File: src/rtl/mem_arb_pkg.sv
// Shared types and default sizing for the memory arbiter and its latency counter.
package mem_arb_pkg;

  typedef enum logic [1:0] {
    IDLE  = 2'd0,
    ISSUE = 2'd1,
    WAIT  = 2'd2,
    DONE  = 2'd3
  } arbState_t;

  typedef enum logic {
    OWN_I = 1'b0,
    OWN_D = 1'b1
  } owner_t;

  localparam int DEF_LAT = 4;
  localparam int DEF_AW  = 16;
  localparam int DEF_DW  = 16;

endpackage

File: src/rtl/arb_lat_counter.sv
// Loadable down-counter that times the memory latency; saturates at zero.
module arb_lat_counter
  import mem_arb_pkg::*;
#(
  parameter int LAT = DEF_LAT,
  parameter int CW  = $clog2(LAT) + 1
) (
  input  logic          clk,
  input  logic          rst,
  input  logic          load,
  input  logic          dec,
  input  logic [CW-1:0] loadVal,
  output logic          isZero
);

  logic [CW-1:0] countReg;

  always_ff @(posedge clk or posedge rst) begin
    if (rst) begin
      countReg <= '0;
    end else if (load) begin
      countReg <= loadVal;
    end else if (dec && (countReg != '0)) begin
      countReg <= countReg - 1'b1;
    end
  end

  assign isZero = (countReg == '0);

endmodule

File: src/rtl/mem_arbiter.sv
// Round-robin arbiter sharing one fixed-latency memory between the I-cache and
// D-cache miss paths; one access in flight, done pulse after the latency expires.
module mem_arbiter
  import mem_arb_pkg::*;
#(
  parameter int LAT = DEF_LAT,
  parameter int AW  = DEF_AW,
  parameter int DW  = DEF_DW
) (
  input  logic          clk,
  input  logic          rst,
  input  logic          i_req,
  input  logic [AW-1:0] i_addr,
  output logic          i_done,
  output logic [DW-1:0] i_data_out,
  input  logic          d_req,
  input  logic          d_wr,
  input  logic [AW-1:0] d_addr,
  input  logic [DW-1:0] d_data_in,
  output logic          d_done,
  output logic [DW-1:0] d_data_out,
  output logic          mem_rd,
  output logic          mem_wr,
  output logic [AW-1:0] mem_addr,
  output logic [DW-1:0] mem_data_in,
  input  logic [DW-1:0] mem_data_out,
  output logic          busy,
  output logic [15:0]   i_grant_cnt,
  output logic [15:0]   d_grant_cnt
);

  localparam int CW = $clog2(LAT) + 1;
  localparam logic [CW-1:0] LOAD_VAL = CW'(LAT - 1);

  arbState_t     stateReg, stateNext;
  owner_t        ownReg, lastGrantReg, pickOwn;
  logic [AW-1:0] addrReg;
  logic [DW-1:0] wdataReg, iDataReg, dDataReg;
  logic          wrReg;
  logic [15:0]   iGrantCntReg, dGrantCntReg;
  logic          cntLoad, cntDec, cntZero;
  logic          anyReq, pickD;

  // On a tie the port that did not win last time gets the memory.
  assign anyReq  = i_req | d_req;
  assign pickD   = d_req & (~i_req | (lastGrantReg == OWN_I));
  assign pickOwn = pickD ? OWN_D : OWN_I;

  arb_lat_counter #(.LAT(LAT), .CW(CW)) latCounter (
    .clk    (clk),
    .rst    (rst),
    .load   (cntLoad),
    .dec    (cntDec),
    .loadVal(LOAD_VAL),
    .isZero (cntZero)
  );

  always_comb begin
    stateNext   = stateReg;
    cntLoad     = 1'b0;
    cntDec      = 1'b0;
    mem_rd      = 1'b0;
    mem_wr      = 1'b0;
    mem_addr    = '0;
    mem_data_in = '0;
    i_done      = 1'b0;
    d_done      = 1'b0;
    case (stateReg)
      IDLE: begin
        if (anyReq) stateNext = ISSUE;
      end
      ISSUE: begin
        mem_rd      = ~wrReg;
        mem_wr      = wrReg;
        mem_addr    = addrReg;
        mem_data_in = wdataReg;
        cntLoad     = 1'b1;
        stateNext   = WAIT;
      end
      WAIT: begin
        if (cntZero) stateNext = DONE;
        else         cntDec    = 1'b1;
      end
      DONE: begin
        i_done    = (ownReg == OWN_I);
        d_done    = (ownReg == OWN_D);
        stateNext = IDLE;
      end
      default: stateNext = IDLE;
    endcase
  end

  always_ff @(posedge clk or posedge rst) begin
    if (rst) begin
      stateReg     <= IDLE;
      ownReg       <= OWN_I;
      lastGrantReg <= OWN_I;
      addrReg      <= '0;
      wdataReg     <= '0;
      wrReg        <= 1'b0;
      iDataReg     <= '0;
      dDataReg     <= '0;
      iGrantCntReg <= '0;
      dGrantCntReg <= '0;
    end else begin
      stateReg <= stateNext;
      if ((stateReg == IDLE) && anyReq) begin
        ownReg   <= pickOwn;
        addrReg  <= pickD ? d_addr : i_addr;
        wrReg    <= pickD & d_wr;
        wdataReg <= pickD ? d_data_in : '0;
      end
      // Memory data is valid in the last WAIT cycle; writes leave the data registers alone.
      if ((stateReg == WAIT) && cntZero && !wrReg) begin
        if (ownReg == OWN_D) dDataReg <= mem_data_out;
        else                 iDataReg <= mem_data_out;
      end
      if (stateReg == DONE) begin
        lastGrantReg <= ownReg;
        if (ownReg == OWN_D) dGrantCntReg <= dGrantCntReg + 16'd1;
        else                 iGrantCntReg <= iGrantCntReg + 16'd1;
      end
    end
  end

  assign busy        = (stateReg != IDLE);
  assign i_data_out  = iDataReg;
  assign d_data_out  = dDataReg;
  assign i_grant_cnt = iGrantCntReg;
  assign d_grant_cnt = dGrantCntReg;

endmodule

File: config.mk
export PLATFORM = sky130hd
export DESIGN_NAME = mem_arbiter
export DESIGN_NICKNAME = d
export VERILOG_FILES = /design/src/rtl/mem_arb_pkg.sv /design/src/rtl/arb_lat_counter.sv /design/src/rtl/mem_arbiter.sv
export SDC_FILE = /design/constraint.sdc
export NUM_CORES = 1
export LEC_CHECK = 0
export CAP_MARGIN = 20
export CORE_ASPECT_RATIO = 1.75
export CORE_MARGIN = 4
export CORE_UTILIZATION = 45
export CTS_CLUSTER_DIAMETER = 60
export DETAILED_ROUTE_END_ITERATION = 8
export PLACE_DENSITY = 0.81
export RECOVER_POWER = 25
export SLEW_MARGIN = 20
export SYNTH_ARGS = -nofsm -noshare
export SYNTH_HDL_FRONTEND = slang
export SYNTH_SLANG_ARGS = --single-unit
File: constraint.sdc
create_clock -name clk -period 4.07 [get_ports clk]
set_clock_uncertainty 0.1 [all_clocks]
set_input_delay 0.407 -clock clk [delete_from_list [all_inputs] [get_ports clk]]
set_output_delay 0.407 -clock clk [all_outputs]
set_load 0.05 [all_outputs]
==> flow_summary.json <==
{
  "place.detailed.hpwl_mm": 8.167,
  "synth_area_per_cell_sq_um": 12.47,
  "ys_seq_area_share_pct": 56.69,
  "ioPinCount": 170,
  "hold-path-cell-count": 2,
  "timing.slew.headroom_pct": 0.5583,
  "worst_ir_drop_vdd_mv": 0.5296,
  "outcome": "complete, but fails checks",
  "grt_pass1_vias": 3662,
  "rsz_0062_raised_after_global_routing": "false",
  "power_frac_seq_pct": 33.2,
  "power.switching_fraction_pct": 43.67,
  "die_height_um": 141.6,
  "grt_start_max_net_pins": 51,
  "hold_path.class": "reg -> reg",
  "synth_seq_cells": 104,
  "instance_count_of_the_mapped_netlist": 368,
  "worst_setup_path_start_kind": "register",
  "leakagePower_nw": 2.940,
  "synth_edf_count": 0,
  "diodes": 0,
  "power.density_cell_area_nw_per_um2": 738.1,
  "cell_internal_pwr_mw": 2.775,
  "synthToLayoutAreaGrowth_pct": 45.38,
  "layout_commonest_cell": "sky130_fd_sc_hd__clkdlybuf4s50_1",
  "ctsResizeCount": 0,
  "worst_setup_slack_before_clock_tree_synthesis_ns": 1.558,
  "filler_cell_count": 764,
  "critical_register_to_register_path_startpoint": "stateReg[0]",
  "grt_util_all_layers_pct": 18.95,
  "holdWs_ns": 0.3762,
  "die_width_um": 84.35,
  "timing.final.crit_share_pct": 69.78,
  "final_cell_count_no_fill": 665,
  "clock_path_buffers": 2,
  "postRouteWirelength_mm": 10.83,
  "setup.reg_to_reg.worst_slack_ns": 1.76,
  "cts_tree": "yes",
  "crit_arrival_ns": 2.33,
  "synthesis.area_sq_um": 4591,
  "antenna_left": 0,
  "place.port_buffers": 169,
  "post-cts-setup-buffer-count": 0,
  "route.vias.total": 3362,
  "row_count": 48,
  "layout.cells.most_common_list": "sky130_fd_sc_hd__clkdlybuf4s50_1, sky130_fd_sc_hd__dfrtp_1, sky130_fd_sc_hd__and2_1",
  "fin_crit_ns": 2.840,
  "ys_dominant_reg_cell": "sky130_fd_sc_hd__dfrtp_1",
  "grt_pass1_wl_mm": 18.08,
  "cell_count_post_placement": 649,
  "mappedNetlistNets": 446,
  "placement_stage_cell_area_sq_um": 6376,
  "final-max-slew-violation-count": 0,
  "ys_types": 38,
  "cts_hold_repair.buffers": 0,
  "cts_num_sinks": 104,
  "post_route_cells_drive_above_1_share_pct": 11.67,
  "first_pass_iters": 4,
  "setup-violations-final": 0,
  "post-route-worst-setup-slack_ns": 1.230,
  "maxClockFrequency_mhz": 352.1,
  "crit_path_max_incr_delay_ns": 0.81,
  "ff2ff_path_depth": 5,
  "numCtsBuffers": 9,
  "critical_path.reg2reg.endpoint": "i_data_out[14]",
  "fin_setup_tns_ns": 0,
  "cts_max_level": 3,
  "cp_slowest_cell": "sky130_fd_sc_hd__clkdlybuf4s50_1",
  "drv.max_cap_violation_count": 1,
  "violations_in_the_final_reports": "max-capacitance violations",
  "placeableCoreArea_sq_um": 9910,
  "synthesis.yosys.warnings": 0,
  "effective_utilization_at_floorplan_pct": 46.33,
  "globalplace.congestion": 0.7357,
  "cp-endpoint": "mem_addr[4]",
  "overflow": 0,
  "cp_max_fo": 37,
  "drcViolationCount": 0,
  "num-nets-final": 614,
  "fin_area_sq_um": 6674,
  "p_switching_mw": 2.151,
  "clk_root_buffer_cell": "sky130_fd_sc_hd__clkbuf_16",
  "die_area_sq_um": 11950,
  "crit_type": "reg -> out",
  "drtIter0Drc": 119,
  "power_frac_comb_pct": 50.6,
  "clock_slew_at_the_register_clock_pins_of_the_worst_setup_and_hold_paths_ns": 0.07,
  "worst-slew-pin-transition_ns": 1.483,
  "hold_violations": 0,
  "routed_via_density": 5.056,
  "required_ns": 3.56,
  "routed_wire_length_per_instance_um": 16.29,
  "clock_latency_ns": 0.34,
  "clock_power_share_pct": 16.2,
  "antenna_violations_before_repair": 0,
  "worst_setup_path_startpoint": "stateReg[1]",
  "crit_path_cell_trace": "inv_1, ha_1, buf_4, and2_1, clkdlybuf4s50_1",
  "async_reset_ff_share_pct": 100.0,
  "crit_path_end_kind": "primary output"
}
## critical path, delay by kind of cell, from the launching register on
kind	cells	cell delay, ns
adders and majority gates	1	0.16
DFF	1	0.41
and+or+nand+nor	1	0.21
buffers and inverters	3	1.20
## stage by stage
step           utilization (%)  total power, mW
2_1_floorplan                -            3.307
3_3_place_gp             64.34            4.077
3_5_place_dp             64.34            4.148
4_1_cts                  67.11            4.954
5_1_grt                  67.35            5.192
6_report                 67.35            4.926
## how the worst min path moves through the flow
stage | to | slack (ns) | start
finish | addrReg[0] | 0.38 | addrReg[0]
global route | addrReg[3] | 0.40 | addrReg[3]
CTS | addrReg[9] | 0.34 | rst
detailed placement | addrReg[0] | 0.36 | addrReg[0]
global placement | addrReg[4] | 0.36 | addrReg[4]
floorplan | addrReg[0] | 0.34 | addrReg[0]
## power groups by stage
stage / Sequential (mW) / Combinational [mW] / Clock (mW)
after detailed placement: 1.65 / 2.50 / 0
after CTS: 1.64 / 2.50 / 0.816
after global placement: 1.64 / 2.44 / 0
final: 1.64 / 2.49 / 0.797
after global routing: 1.69 / 2.64 / 0.867
after floorplan: 2.25 / 1.06 / 0
## layout make-up
type	count	area, sq um	area share (%)
tap	125	156.4	2.343
multi-input combinational	239	1861	27.88
clock inverter	4	31.28	0.4687
inverter	8	31.28	0.4687
timing repair buffer	174	1749	26.21
sequential	104	2603	39.00
clock buffer	11	242.7	3.637
## kinds of logic after synthesis
family / count (synthesis) / synth area share (%)
compound gates: 40 / 6.051
xor+xnor: 32 / 6.105
fa+ha+maj: 9 / 2.453
buf+inv: 25 / 3.053
flops: 104 / 56.69
mux: 51 / 12.32
simple gates: 107 / 13.33
## synthesized netlist by cell type (2+ instances only)
cell	instances	area share (%)
sky130_fd_sc_hd__and4_1	2	0.38
sky130_fd_sc_hd__nor3_2	2	0.44
sky130_fd_sc_hd__and3_1	4	0.55
sky130_fd_sc_hd__nand2_1	29	2.4
sky130_fd_sc_hd__dfrtp_1	104	57
sky130_fd_sc_hd__mux2_4	3	0.98
sky130_fd_sc_hd__clkbuf_1	10	0.82
sky130_fd_sc_hd__a22o_1	17	3.2
sky130_fd_sc_hd__buf_4	4	0.65
sky130_fd_sc_hd__and2b_1	2	0.33
sky130_fd_sc_hd__and2_1	34	4.6
sky130_fd_sc_hd__o21ai_0	17	1.9
sky130_fd_sc_hd__nand3_1	9	0.98
sky130_fd_sc_hd__mux2_2	32	7.8
sky130_fd_sc_hd__ha_1	9	2.5
sky130_fd_sc_hd__buf_6	2	0.49
sky130_fd_sc_hd__nand2_2	2	0.27
sky130_fd_sc_hd__xnor2_1	23	4.4
sky130_fd_sc_hd__inv_1	8	0.65
sky130_fd_sc_hd__nor2_1	7	0.57
sky130_fd_sc_hd__xor2_1	9	1.7
sky130_fd_sc_hd__nor3_1	3	0.33
sky130_fd_sc_hd__nand4_1	6	0.82
sky130_fd_sc_hd__mux2i_1	16	3.5
## routing by layer
layer	global-route usage (%)	share of wire, %	up-vias
li1	-	-	1586
met1	21.28	38	1641
met2	34.35	53	124
met3	5.113	7.2	11
met4	6.505	1.4	0
met5	0	0	-
## state kept, by name, summed over array words and instances, names as in the netlist
name,cells
addrReg,16
d_data_out,16
d_grant_cnt,16
i_data_out,16
i_grant_cnt,16
wdataReg,16
latCounter.countReg,3
stateReg,2
lastGrantReg,1
ownReg,1
wrReg,1
Note: power is estimated with default switching activity, not from simulation.
